**src/rtl/adc0809_scan_ctrl.sv**
```systemverilog
// adc0809_scan_ctrl
//   Multi-channel scan controller for an ADC0809 converter. It generates the
//   converter clock, sequences address/ALE/START, tracks EOC, enables the
//   output drivers and returns each result tagged with its channel number.
//
// Ports
//   clk, rst_n     system clock, asynchronous active-low reset
//   en             block enable; low aborts any activity and stops adc_clk
//   continuous     1: rescan the channel set forever; 0: one pass per trig
//   trig           single-cycle pass request (used only when idle, continuous=0)
//   ch_mask[7:0]   bit i set = convert channel i
//   adc_clk        ADC0809 CLOCK pin
//   adc_addr[2:0]  ADC0809 ADD C/B/A
//   ale, start, oe ADC0809 control pins
//   eoc            ADC0809 end of conversion (asynchronous)
//   adc_d[7:0]     ADC0809 data bus
//   sample_data    converted value
//   sample_ch      channel of sample_data
//   sample_valid   one-cycle pulse qualifying sample_data/sample_ch
//   busy           high whenever a pass is in progress
//   timeout_err    one-cycle pulse when EOC fails to fall or to rise in time
module adc0809_scan_ctrl #(
    parameter int CLK_DIV      = 28,
    parameter int PULSE_W      = 4,
    parameter int OE_WAIT      = 3,
    parameter int EOC_FALL_MAX = 64,
    parameter int EOC_TIMEOUT  = 8192
) (
    input  logic       clk,
    input  logic       rst_n,
    input  logic       en,
    input  logic       continuous,
    input  logic       trig,
    input  logic [7:0] ch_mask,
    output logic       adc_clk,
    output logic [2:0] adc_addr,
    output logic       ale,
    output logic       start,
    input  logic       eoc,
    output logic       oe,
    input  logic [7:0] adc_d,
    output logic [7:0] sample_data,
    output logic [2:0] sample_ch,
    output logic       sample_valid,
    output logic       busy,
    output logic       timeout_err
);

    localparam int DIV_W  = $clog2(CLK_DIV + 1);
    localparam int MAX_A  = (PULSE_W > OE_WAIT) ? PULSE_W : OE_WAIT;
    localparam int MAX_B  = (EOC_TIMEOUT > EOC_FALL_MAX) ? EOC_TIMEOUT : EOC_FALL_MAX;
    localparam int MAX_C  = (MAX_A > MAX_B) ? MAX_A : MAX_B;
    localparam int CNT_W  = $clog2(MAX_C + 1);

    typedef enum logic [3:0] {
        IDLE,
        SETUP,
        ALE_P,
        START_P,
        WAIT_L,
        WAIT_H,
        OE_ON,
        CAPTURE,
        NEXT
    } state_t;

    state_t           state;
    state_t           state_next;
    logic [CNT_W-1:0] cnt;
    logic [CNT_W-1:0] cnt_next;
    logic [2:0]       cur_ch;
    logic [2:0]       cur_ch_next;
    logic             tmo_next;
    logic             capture_now;
    logic [DIV_W-1:0] div_cnt;
    logic             eoc_m;
    logic             eoc_s;
    logic [3:0]       low_hit;
    logic [3:0]       above_hit;

    // Lowest set bit of mask at index >= from; result is {found, index}.
    function automatic logic [3:0] first_at_or_above(input logic [7:0] mask,
                                                     input logic [3:0] from);
        logic [3:0] res;
        res = 4'b0000;
        for (int i = 7; i >= 0; i--) begin
            if (mask[i] && (4'(i) >= from)) begin
                res = {1'b1, 3'(i)};
            end
        end
        return res;
    endfunction

    assign low_hit   = first_at_or_above(ch_mask, 4'd0);
    assign above_hit = first_at_or_above(ch_mask, {1'b0, cur_ch} + 4'd1);
    assign busy      = (state != IDLE);

    // Converter clock: toggles every CLK_DIV cycles, parked low while disabled.
    always_ff @(posedge clk or negedge rst_n) begin
        if (!rst_n) begin
            div_cnt <= '0;
            adc_clk <= 1'b0;
        end else if (!en) begin
            div_cnt <= '0;
            adc_clk <= 1'b0;
        end else if (div_cnt == DIV_W'(CLK_DIV - 1)) begin
            div_cnt <= '0;
            adc_clk <= ~adc_clk;
        end else begin
            div_cnt <= div_cnt + 1'b1;
        end
    end

    // EOC idles high on the ADC0809, so the synchroniser resets to 1.
    always_ff @(posedge clk or negedge rst_n) begin
        if (!rst_n) begin
            eoc_m <= 1'b1;
            eoc_s <= 1'b1;
        end else begin
            eoc_m <= eoc;
            eoc_s <= eoc_m;
        end
    end

    always_ff @(posedge clk or negedge rst_n) begin
        if (!rst_n) begin
            state  <= IDLE;
            cnt    <= '0;
            cur_ch <= 3'd0;
        end else begin
            state  <= state_next;
            cnt    <= cnt_next;
            cur_ch <= cur_ch_next;
        end
    end

    always_comb begin
        state_next  = state;
        cur_ch_next = cur_ch;
        tmo_next    = 1'b0;
        capture_now = 1'b0;
        if (!en) begin
            state_next = IDLE;
        end else begin
            case (state)
                IDLE: begin
                    if (low_hit[3] && (continuous || trig)) begin
                        cur_ch_next = low_hit[2:0];
                        state_next  = SETUP;
                    end
                end
                SETUP: begin
                    if (cnt == CNT_W'(PULSE_W - 1)) state_next = ALE_P;
                end
                ALE_P: begin
                    if (cnt == CNT_W'(PULSE_W - 1)) state_next = START_P;
                end
                START_P: begin
                    if (cnt == CNT_W'(PULSE_W - 1)) state_next = WAIT_L;
                end
                WAIT_L: begin
                    if (!eoc_s) begin
                        state_next = WAIT_H;
                    end else if (cnt == CNT_W'(EOC_FALL_MAX - 1)) begin
                        tmo_next   = 1'b1;
                        state_next = NEXT;
                    end
                end
                WAIT_H: begin
                    if (eoc_s) begin
                        state_next = OE_ON;
                    end else if (cnt == CNT_W'(EOC_TIMEOUT - 1)) begin
                        tmo_next   = 1'b1;
                        state_next = NEXT;
                    end
                end
                OE_ON: begin
                    // Data is taken on the last OE cycle, while the
                    // converter is still driving the bus.
                    if (cnt == CNT_W'(OE_WAIT - 1)) begin
                        capture_now = 1'b1;
                        state_next  = CAPTURE;
                    end
                end
                CAPTURE: begin
                    state_next = NEXT;
                end
                NEXT: begin
                    if (above_hit[3]) begin
                        cur_ch_next = above_hit[2:0];
                        state_next  = SETUP;
                    end else if (continuous && low_hit[3]) begin
                        cur_ch_next = low_hit[2:0];
                        state_next  = SETUP;
                    end else begin
                        state_next = IDLE;
                    end
                end
                default: begin
                    state_next = IDLE;
                end
            endcase
        end
        // Every state measures its dwell time from zero on entry.
        cnt_next = (state_next != state) ? '0 : cnt + 1'b1;
    end

    // Pin and result registers follow the next state so each pulse lines up
    // exactly with the state it belongs to.
    always_ff @(posedge clk or negedge rst_n) begin
        if (!rst_n) begin
            adc_addr     <= 3'd0;
            ale          <= 1'b0;
            start        <= 1'b0;
            oe           <= 1'b0;
            sample_data  <= 8'd0;
            sample_ch    <= 3'd0;
            sample_valid <= 1'b0;
            timeout_err  <= 1'b0;
        end else begin
            ale          <= (state_next == ALE_P);
            start        <= (state_next == START_P);
            oe           <= (state_next == OE_ON);
            sample_valid <= (state_next == CAPTURE);
            timeout_err  <= tmo_next;
            if ((state_next == SETUP) && (state != SETUP)) begin
                adc_addr <= cur_ch_next;
            end
            if (capture_now) begin
                sample_data <= adc_d;
                sample_ch   <= cur_ch;
            end
        end
    end

endmodule
```
**config.mk**
```make
export PLATFORM = sky130hd
export DESIGN_NAME = adc0809_scan_ctrl
export DESIGN_NICKNAME = d
export VERILOG_FILES = /design/src/rtl/adc0809_scan_ctrl.sv
export SDC_FILE = /design/constraint.sdc
export NUM_CORES = 1
export LEC_CHECK = 0
export CORE_MARGIN = 4
export CORE_UTILIZATION = 58
export DETAILED_ROUTE_END_ITERATION = 12
export HOLD_SLACK_MARGIN = 0.02
export PLACE_DENSITY_LB_ADDON = 0.3
export SETUP_SLACK_MARGIN = 0.3
export SLEW_MARGIN = 25
export SYNTH_ARGS = -nofsm -noshare
export SYNTH_HDL_FRONTEND = slang
export SYNTH_SLANG_ARGS = --single-unit
```
**constraint.sdc**
```tcl
create_clock -name clk -period 5.84 [get_ports clk]
set_input_delay 1.46 -clock clk [delete_from_list [all_inputs] [get_ports clk]]
set_output_delay 1.46 -clock clk [all_outputs]
set_load 0.05 [all_outputs]
```
## Word-level counts from Yosys, hierarchy flattened

Index checks and enable logic that the tools add are counted.

| word-level totals | value |
|---|---|
| register bits after elaboration | 48 |
| input port bits | 22 |
| output and inout port bits | 21 |
| logic and storage cells | 110 |

| cells by class | value |
|---|---|
| add/subtract/negate cells | 3 |
| order comparisons | 8 |
| eq/ne operators | 21 |
| multiplexer cells | 48 |
| bitwise operators | 1 |
| reduce and logical (&&, ||, !) cells | 14 |

Operators by type and width:

| cell | number |
|---|---|
| two-way mux 4 bit | 26 |
| one-hot mux 4 bit (9 select lines) | 1 |
| equality test 14 x 2 -> 1 bit (second input constant) | 2 |
| equality test 4 x 3 -> 1 bit (second input constant) | 6 |
| equality test 4 x 2 -> 1 bit (second input constant) | 4 |
| greater-or-equal comparator 3 x 4 -> 1 bit (first input constant) | 4 |
| adder 14 x 1 -> 14 bit (second input constant) | 1 |
| equality test 14 x 13 -> 1 bit (second input constant) | 1 |
| equality test 14 x 6 -> 1 bit (second input constant) | 1 |
| two-way mux 14 bit | 1 |
| two-way mux 1 bit | 12 |
| two-way mux 3 bit | 4 |
| logical AND 1 bit | 11 |
| two-way mux 5 bit | 2 |
| equality test 4 x 1 -> 1 bit (second input constant) | 2 |
| greater-or-equal comparator 1 x 4 -> 1 bit (first input constant) | 2 |
| greater-or-equal comparator 2 x 4 -> 1 bit (first input constant) | 2 |
| one-hot mux 3 bit (2 select lines) | 1 |
| adder 5 x 1 -> 5 bit (second input constant) | 1 |
| equality test 5 bit (second input constant) | 1 |
| adder 3 x 1 -> 4 bit (second input constant) | 1 |
| equality test 4 bit (second input constant) | 1 |
| zero test 4 bit | 1 |
| != test 4 x 1 -> 1 bit (second input constant) | 1 |
| other kinds (6) | 6 |

## Logic depth before layout (Yosys ltp)

Gate-level depths: netlist (run 1).

| logic depth | value |
|---|---|
| depth after elaboration | 16 |
| depth in mapped cells | 10 |
| gate-level depth less buffers | 9 |

## Least setup slack after synthesis (run 1)

OpenSTA, ideal clock, no wires.

| path | value |
|---|---|
| path kind | input to register |
| start point | input ch_mask[1] |
| end point | register sample_ch[0] |
| setup time | 125 ps |
| arrival time | 3273 ps |
| data required time | 5715 ps |
| setup slack | 2442 ps |
| cell stages on the path | 7 |
| buffers on the path | 1 |
| cell sequence | nor4_1 and2_1 o22ai_1 a2111oi_4 nor3b_2 buf_6 mux2_4 |

RTL lines:

| element | line | text |
|---|---|---|
| start: declaration | 34 | `input logic [7:0] ch_mask,` |
| end signal: assignment | 231 | `sample_ch <= cur_ch;` |
| end: declaration | 43 | `output logic [2:0] sample_ch,` |

## Worst setup path after layout (run 1)

| path | value |
|---|---|
| start point | input ch_mask[3] |
| end point | register cnt[12] |

| on the way | value |
|---|---|
| word-level cells in the longest chain between the ends | 11 |
| elaborated cells on any way between the ends | 18 |
| those cells by class | eq/ne (1); mux (14); reduce/logical (3) |

Ends and longest elaborated chain:

| element | line | text |
|---|---|---|
| two-way mux 4 bit (4 in series) | 87 | `if (mask[i] && (4'(i) >= from)) begin` |
| logical AND 1 bit | 192 | `end else if (continuous && low_hit[3]) begin` |
| two-way mux 1 bit | 192 |  |
| two-way mux 1 bit | 189 | `if (above_hit[3]) begin` |
| one-hot mux 4 bit (9 select lines) * | 145 | `case (state)` |
| two-way mux 4 bit * | 142 | `if (!en) begin` |
| != test 4 bit * | 205 | `cnt_next = (state_next != state) ? '0 : cnt + 1'b1;` |
| two-way mux 14 bit * | 205 |  |
| net cnt_next[12] | 70 | `logic [CNT_W-1:0] cnt_next;` |
| end signal: assignment | 132 | `cnt <= cnt_next;` |
| end: declaration | 69 | `logic [CNT_W-1:0] cnt;` |

The timed path passes the listed nets; every way through them passes the cells marked *.
A chain may end at the register's enable or synchronous reset.

==> results by group, run 1 <==
Outcome
  – Outcome: finished, final reports clean

Synthesis
  – Netlist cell types: 50
  – Flops & latches, synth: 48
  – Post-Syn Area per Cell: between 9 and 10 um2
  – Async set-reset flop share out of synthesis: 100%
  – EDFF count, synth: 0
  – YS warnings: 0
  – Sequential area share after synthesis: 42.9%
  – Syn Nets: roughly 320
  – Syn Std Cell Area: between 2000 and 3000 um2
  – Main synth FF type: dfrtp_1
  – Post-Syn Instances: between 200 and 300

Timing
  – Setup-failing EPs final: 0
  – Slew HR: between 40% and 50%
  – Max Freq: between 0.2 and 0.3 GHz
  – Max Slew Vio Count: 0
  – Worst Hold Slack: between 0.3 and 0.4 ns
  – Actual slew at the worst max-slew pin: between 0.8 and 0.9 ns
  – Final hold viol count: 0
  – Setup TNS: 0 ns
  – Minimum clock period: ~4 ns
  – Fin crit share: about two thirds
  – RSZ-0062 raised after global routing: no
  – Clk_skew: about 0.0068 ns

Global route
  – Total track usage: ~22%
  – First-pass GRT wire length: 10,900 um
  – Number of global-route vias before repair: around 2.3k
  – Total grt overflow: 0
  – Initial antenna violation count: 0
  – Largest net degree at the start of global routing: 49

Critical path
  – Crit path kind: in2reg
  – Setup crit start kind: input port
  – Reg2reg start: cur_ch[1]$_DFF_PN0_
  – Crit-path max FO: 11
  – R2r worst-path depth: 8
  – R2r setup slk: roughly 2.7 ns
  – Worst EP required: ~6 ns
  – Arrival time worst endpoint: roughly 4.2 ns
  – FF-to-FF End: cnt[12]$_DFF_PN0_
  – Worst setup EP type: register

Placement
  – Post-DP Area: between 3000 and 4000 um2
  – Final RePlAce weighted congestion: 0.916
  – PortBufs: 42
  – Detail Placement HPWL: 4710 um
  – Inst Count DP: between 300 and 400

Job
  – Max Cap Viol: 0

Floorplan
  – Core Box Area: between 4000 and 5000 um2
  – Area of the die: ~6000 um2
  – Initial Util: between 50% and 60%
  – Chip width: slightly below 80 um
  – IO Pins: 43
  – Die Ht: between 70 and 80 um
  – Std-Cell Rows: 25

Detailed routing
  – DRC viols: 0
  – Detailed Route Iter0 Violations: 170
  – Via count: approximately 2.4k
  – DR WL/cell: between 15 and 20 um
  – Routed Antenna Nets: 0
  – Routed WL: between 6000 and 7000 um
  – Drt pass-1 iters: 5
  – Routed vias/inst: approximately 6.2

Clock network
  – CTS Root Cell: clkbuf_8
  – TritonCTS clock tree: done
  – Cts bufs inserted: 5
  – Resized Gates After CTS: 0
  – Clock transition at the registers of the reported paths: ~0.080 ns
  – H-tree depth: 2
  – Worst-skew pair later-pin latency: roughly 0.29 ns
  – # Post-CTS Setup Buffers: 0
  – CTS hold repair buffers: 0
  – Maximum buffer depth of the clock tree: 2
  – # clock sinks: 48

Layout
  – Fin area: ~3400 um2
  – Cell Count, Final, Fillers Out: between 300 and 400
  – Final nets: around 360
  – Area Growth Syn to Fin: 20.8%
  – Share of post-route cells with drive strength above 1: 9.70%
  – Ant. Diodes: 0

Min path
  – Hold Path End: eoc_s$_DFF_PN1_
  – Hold Startpoint: eoc_m$_DFF_PN1_
  – Hold path depth: 0
  – Hold WC Path Type: reg2reg

Power and ir drop
  – Leakage: roughly 1.5 nW
  – Pwr/cell area: around 280 nW/um2
  – Total power: 966 uW
  – Maximum vdd ir drop: 0.197 mV
==> registers in the layout, indices dropped and copies added (netlist names) <==
register / cells
eoc_m: 1
start: 1
div_cnt: 5
ale: 1
adc_clk: 1
timeout_err: 1
sample_data: 8
state: 4
cnt: 14
adc_addr: 3
eoc_s: 1
sample_ch: 3
cur_ch: 3
oe: 1
sample_valid: 1
==> how the worst max path moves through the flow <==
stage | startpoint | to | cells after the start
final | ch_mask[3] | cnt[12]$_DFF_PN0_ | 7
after CTS | en | sample_data[1]$_DFFE_PN0P_ | 6
after global placement | en | sample_data[1]$_DFFE_PN0P_ | 5
after global routing | ch_mask[1] | cnt[12]$_DFF_PN0_ | 7
after detailed placement | en | sample_data[1]$_DFFE_PN0P_ | 6
after floorplan | ch_mask[1] | sample_ch[0]$_DFFE_PN0P_ | 7
==> through the flow <==
stage	setup WS, ns	utilization (%)
2_1_floorplan	2.44	-
3_5_place_dp	1.44	69.2
5_1_grt	1.65	72.3
3_3_place_gp	1.57	69.2
6_report	1.85	72.3
4_1_cts	1.77	72.1
==> synthesized netlist by cell type, drive strengths merged, types with 2 or more instances <==
library cell  instances  area [um2]
nand4                 5        31.3
xor2                  6        52.6
nor4b                 4        35.0
buf                   2        18.8
o32ai                 2        17.5
a2bb2oi               4        35.0
a31oi                 5        31.3
dfstp                 2        52.6
or2                   2        15.0
nand2b                3        18.8
nand3                15        75.1
o31ai                 4        30.0
xnor2                10        87.6
a22oi                 2        15.0
nor3b                 3        27.5
nor2                 29         109
and2                  5        31.3
nor2b                 2        12.5
and3                  4        25.0
nand2                23        86.3
nor3                  8        40.0
clkbuf                7        26.3
o221ai                3        26.3
o21ai                 9        45.0
nor4                  8        68.8
and4                 12         105
ha                    6        75.1
a211oi                2        15.0
inv                  15        56.3
a21oi                15        75.1
dfrtp                46        1150
mux2                 14         195
==> cell type report <==
type / count / area [um2]
tap: 54 / 67.6
clock inverter: 3 / 68.8
clock buffer: 5 / 68.8
fill: 361 / 1300
multi-input combinational: 216 / 1510
sequential: 48 / 1200
timing repair buffer: 42 / 418
inverter: 16 / 60.1
==> cells by family (layout without fill, tap and decap cells) <==
logic type      after synthesis  in the layout  synth area share, %
simple gates                124            124                 24.5
compound gates               55             55                 13.9
flops                        48             48                 42.9
buf+inv                      25             66                 3.74
xor+xnor                     16             16                 4.99
mux                          15             15                 7.30
fa+ha+maj                     6              6                 2.67
==> critical path, cell delays in order <==
cell and delay, ns:
clkdlybuf4s50_1 0.48, nor4_1 0.58, and2_1 0.29, o22ai_1 0.16, a2111oi_4 0.57, o21ai_1 0.32
and4_1 0.31
==> routing by layer <==
metal  global-route usage, %  vias to the layer above  part of all wire, %
li1                        -                     1132                    -
met1                    30.9                     1136                   44
met2                    35.5                      100                   48
met3                    3.94                        7                  6.4
met4                    5.52                        0                 0.96
met5                       0                        -                    0
==> cell usage in the layout, fill, tap and decap left out, types with 2 or more instances in the layout <==
master	n
and4_1	12
a22oi_1	2
mux2_2	4
mux2_4	10
nor2_1	29
nor3b_1	2
and2_1	5
a31oi_1	5
dfstp_2	2
nand2b_1	3
nor2b_1	2
and3_1	4
nand2_1	23
ha_1	6
a211oi_1	2
a21oi_1	15
o32ai_1	2
o21ai_0	8
clkdlybuf4s50_1	41
nor4b_1	4
nand4_1	5
a2bb2oi_1	4
xor2_1	6
inv_1	15
xnor2_1	10
o221ai_1	3
nor3_1	8
o31ai_1	4
nand3_1	15
nor4_2	3
clkbuf_8	5
nor4_1	5
dfrtp_1	46
bufinv_16	2
==> power breakdown <==
part / switching [mW] / internal, mW
clock: 0.109 / 0.172
combinational: 0.169 / 0.113
sequential: 0.0412 / 0.362
Power figures use the tool's default switching activity.
==> inputs of run 2 (changes only) <==
--- a/config.mk
+++ b/config.mk
@@ -6,7 +6,7 @@
 export NUM_CORES = 1
 export LEC_CHECK = 0
 export CORE_MARGIN = 4
-export CORE_UTILIZATION = 58
+export CORE_UTILIZATION = 49
 export DETAILED_ROUTE_END_ITERATION = 12
 export HOLD_SLACK_MARGIN = 0.02
 export PLACE_DENSITY_LB_ADDON = 0.3
==> constraint.sdc (replaced) <==
create_clock -name clk -period 3.4 [get_ports clk]
set_input_delay 0.85 -clock clk [delete_from_list [all_inputs] [get_ports clk]]
set_output_delay 0.85 -clock clk [all_outputs]
set_load 0.05 [all_outputs]
==> results by group, run 2 (synthesis results as in run 1) <==
Layout
  – Area Growth Syn to Fin: 29.9%
  – Biggest regs: cnt x14, sample_data x8, div_cnt x5
  – Largest register FFs: 14 (unchanged)
  – Fin area: 3650 um2 (+7.5%)
  – Share of post-route cells with drive strength above 1: 18.4% (+8.7 points)
  – Final nets: 385 (+7.8%)
  – Cell Count, Final, Fillers Out: 430 (+12%)
  – Layout filler cell count: 465 (+29%)
  – Most frequent cells in the layout: 46 x dfrtp_1, 40 x clkdlybuf4s50_1, 29 x nor2_1, 28 x buf_4, 23 x nand2_1
  – Most flop-heavy register: cnt
  – Utilization after layout: 65.9% (-6.5 points)
  – Ant. Diodes: 0 (unchanged)
  – Commonest non-fill, non-tap cell in the layout: dfrtp_1

Floorplan
  – Die Ht: 83.7 um (+7.9%)
  – Initial Util: 50.7% (-9.2 points)
  – Core Box Area: 5540 um2 (+18%)
  – Chip width: 83.7 um (+7.9%)
  – Area of the die: 7010 um2 (+16%)
  – IO Pins: 43 (unchanged)
  – Std-Cell Rows: 27 (+8.0%)

Clock network
  – Worst-skew pair later-pin latency: 0.31 ns (+0.02 ns)
  – Maximum buffer depth of the clock tree: 2 (unchanged)
  – Cts bufs inserted: 5 (unchanged)
  – CTS Root Cell: clkbuf_8
  – TritonCTS clock tree: done
  – Clock transition at the registers of the reported paths: 0.10 ns (+0.02 ns)
  – H-tree depth: 2 (unchanged)
  – # clock sinks: 48 (unchanged)

Critical path
  – Worst setup EP type: register
  – Setup crit start kind: input port
  – Crit path kind: in2reg
  – CP startpoint: ch_mask[5]
  – Arrival time worst endpoint: 3.17 ns (-1.00 ns)
  – Crit-path max FO: 11 (unchanged)
  – Reg2reg start: cnt[0]$_DFF_PN0_
  – Worst EP required: 3.60 ns (-2.42 ns)

Global route
  – First-pass GRT wire length: 11,200 um (+3.4%)
  – Total grt overflow: 0 (unchanged)
  – Initial antenna violation count: 0 (unchanged)
  – Met3 Use GR: 4.74% (+0.79 points)
  – Number of global-route vias before repair: 2,369 (+4.4%)
  – Total track usage: 19.4% (-2.7 points)
  – Largest net degree at the start of global routing: 49 (unchanged)
  – GR Layer Usage met1: 27.7% (-3.2 points)
  – Grt met2 use: 29.6% (-6.0 points)
  – Most Used Layer, Global Route: met2

Min path
  – Hold WC Path Type: reg2reg
  – Hold Startpoint: eoc_m$_DFF_PN1_

Placement
  – Post-DP Area: 3480 um2 (+7.2%)
  – Inst Count DP: 421 (+12%)
  – Pre-CTS WS: -0.0290 ns (-1.47 ns)
  – Final RePlAce weighted congestion: 0.934 (+2.0%)
  – PortBufs: 42 (unchanged)
  – Detail Placement HPWL: 4940 um (+5.0%)

Job
  – Max Cap Viol: 0 (unchanged)

Power and ir drop
  – Comb power frac: 33.1% (+4.0 points)
  – Total power: 1.66 mW (+72%)
  – Sequential Power Share: 41.2% (-0.5 points)
  – Sw Ratio: 35.1% (+2.1 points)
  – Leakage: 1.62 nW (+10%)
  – Clk pwr share: 25.7% (-3.4 points)
  – Pwr/cell area: 454 nW/um2 (+60%)
  – Pint: 1.08 mW (+66%)
  – Maximum vdd ir drop: 0.268 mV (+36%)
  – Psw: 581 uW (+82%)

Detailed routing
  – Routed vias/inst: 5.76 (-6.8%)
  – Routed WL: 6680 um (+7.3%)
  – Detailed Route Iter0 Violations: 140 (-18%)
  – Routed Antenna Nets: 0 (unchanged)
  – DRC viols: 0 (unchanged)
  – DR WL/cell: 15.5 um (-4.2%)
  – Drt pass-1 iters: 5 (unchanged)
  – Via count: 2,478 (+4.3%)

Timing
  – Slew HR: 55.3% (+14 points)
  – Max Slew Vio Count: 0 (unchanged)
  – Minimum clock period: around 3.0 ns
  – Setup WS post-layout: 0.428 ns (-1.43 ns)
  – Final hold viol count: 0 (unchanged)
  – Fin crit share: between 80% and 90%
  – Clk_skew: 0.0108 ns (+0.00393 ns)
  – Max Freq: 0.336 GHz
  – RSZ-0062 raised after global routing: no
  – Setup-failing EPs final: 0 (unchanged)
  – Worst Hold Slack: 0.363 ns (+0.00359 ns)
  – Setup TNS: 0 ns (unchanged)
  – Actual slew at the worst max-slew pin: 0.664 ns (-0.218 ns)

Outcome
  – Outcome: finished, final reports clean
==> run 2: cell type report <==
type	instances	area, um2	share of cell area, %
clock inverter	3	47.5	1.30
inverter	16	60.1	1.65
clock buffer	5	68.8	1.89
timing repair buffer	70	643	17.6
tap	72	90.1	2.47
sequential	48	1200	33.0
multi-input combinational	216	1540	42.1
==> run 2: path summary, 6_finish.rpt <==
kind,depth (start not counted),end,slack [ns]
worst min register to register,0,eoc_s$_DFF_PN1_,0.36
max in group asynchronous,1,cnt[13]$_DFF_PN0_,2.46
worst min-delay path,0,eoc_s$_DFF_PN1_,0.36
worst max register to register,9,sample_data[0]$_DFFE_PN0P_,0.55
min in group asynchronous,1,sample_data[5]$_DFFE_PN0P_,0.54
worst max-delay path,9,cnt[13]$_DFF_PN0_,0.43
==> run 2: metal layers <==
metal / routed length (um) / part of all wire, %
met1: 3220 / 48
met2: 3010 / 45
met3: 400 / 6.0
met4: 51 / 0.76
met5: 0 / 0
==> run 2: repair_timing <==
| item | 4_1_cts | 5_1_grt |
|---|---|---|
| hold buffers | 0 | 0 |
| resized for setup | 0 | 7 |
| setup endpoints to repair | 0 | 25 |
| setup buffers | 0 | 1 |
==> run 2: power by group through the flow <==
stage / Clock [mW] / Combinational (mW) / Sequential (mW)
after floorplan: 0 / 0.294 / 0.731
after global placement: 0 / 0.526 / 0.690
after detailed placement: 0 / 0.536 / 0.693
after CTS: 0.435 / 0.538 / 0.682
after global routing: 0.468 / 0.595 / 0.693
final: 0.425 / 0.548 / 0.683
==> run 2: critical path, stage by stage <==
cell and delay (ns):
clkdlybuf4s50_1 0.45, buf_4 0.16, a221oi_2 0.26, a31oi_1 0.15
or2_4 0.26, a2111oi_4 0.43, buf_4 0.22, o21ai_2 0.13
and4_1 0.27
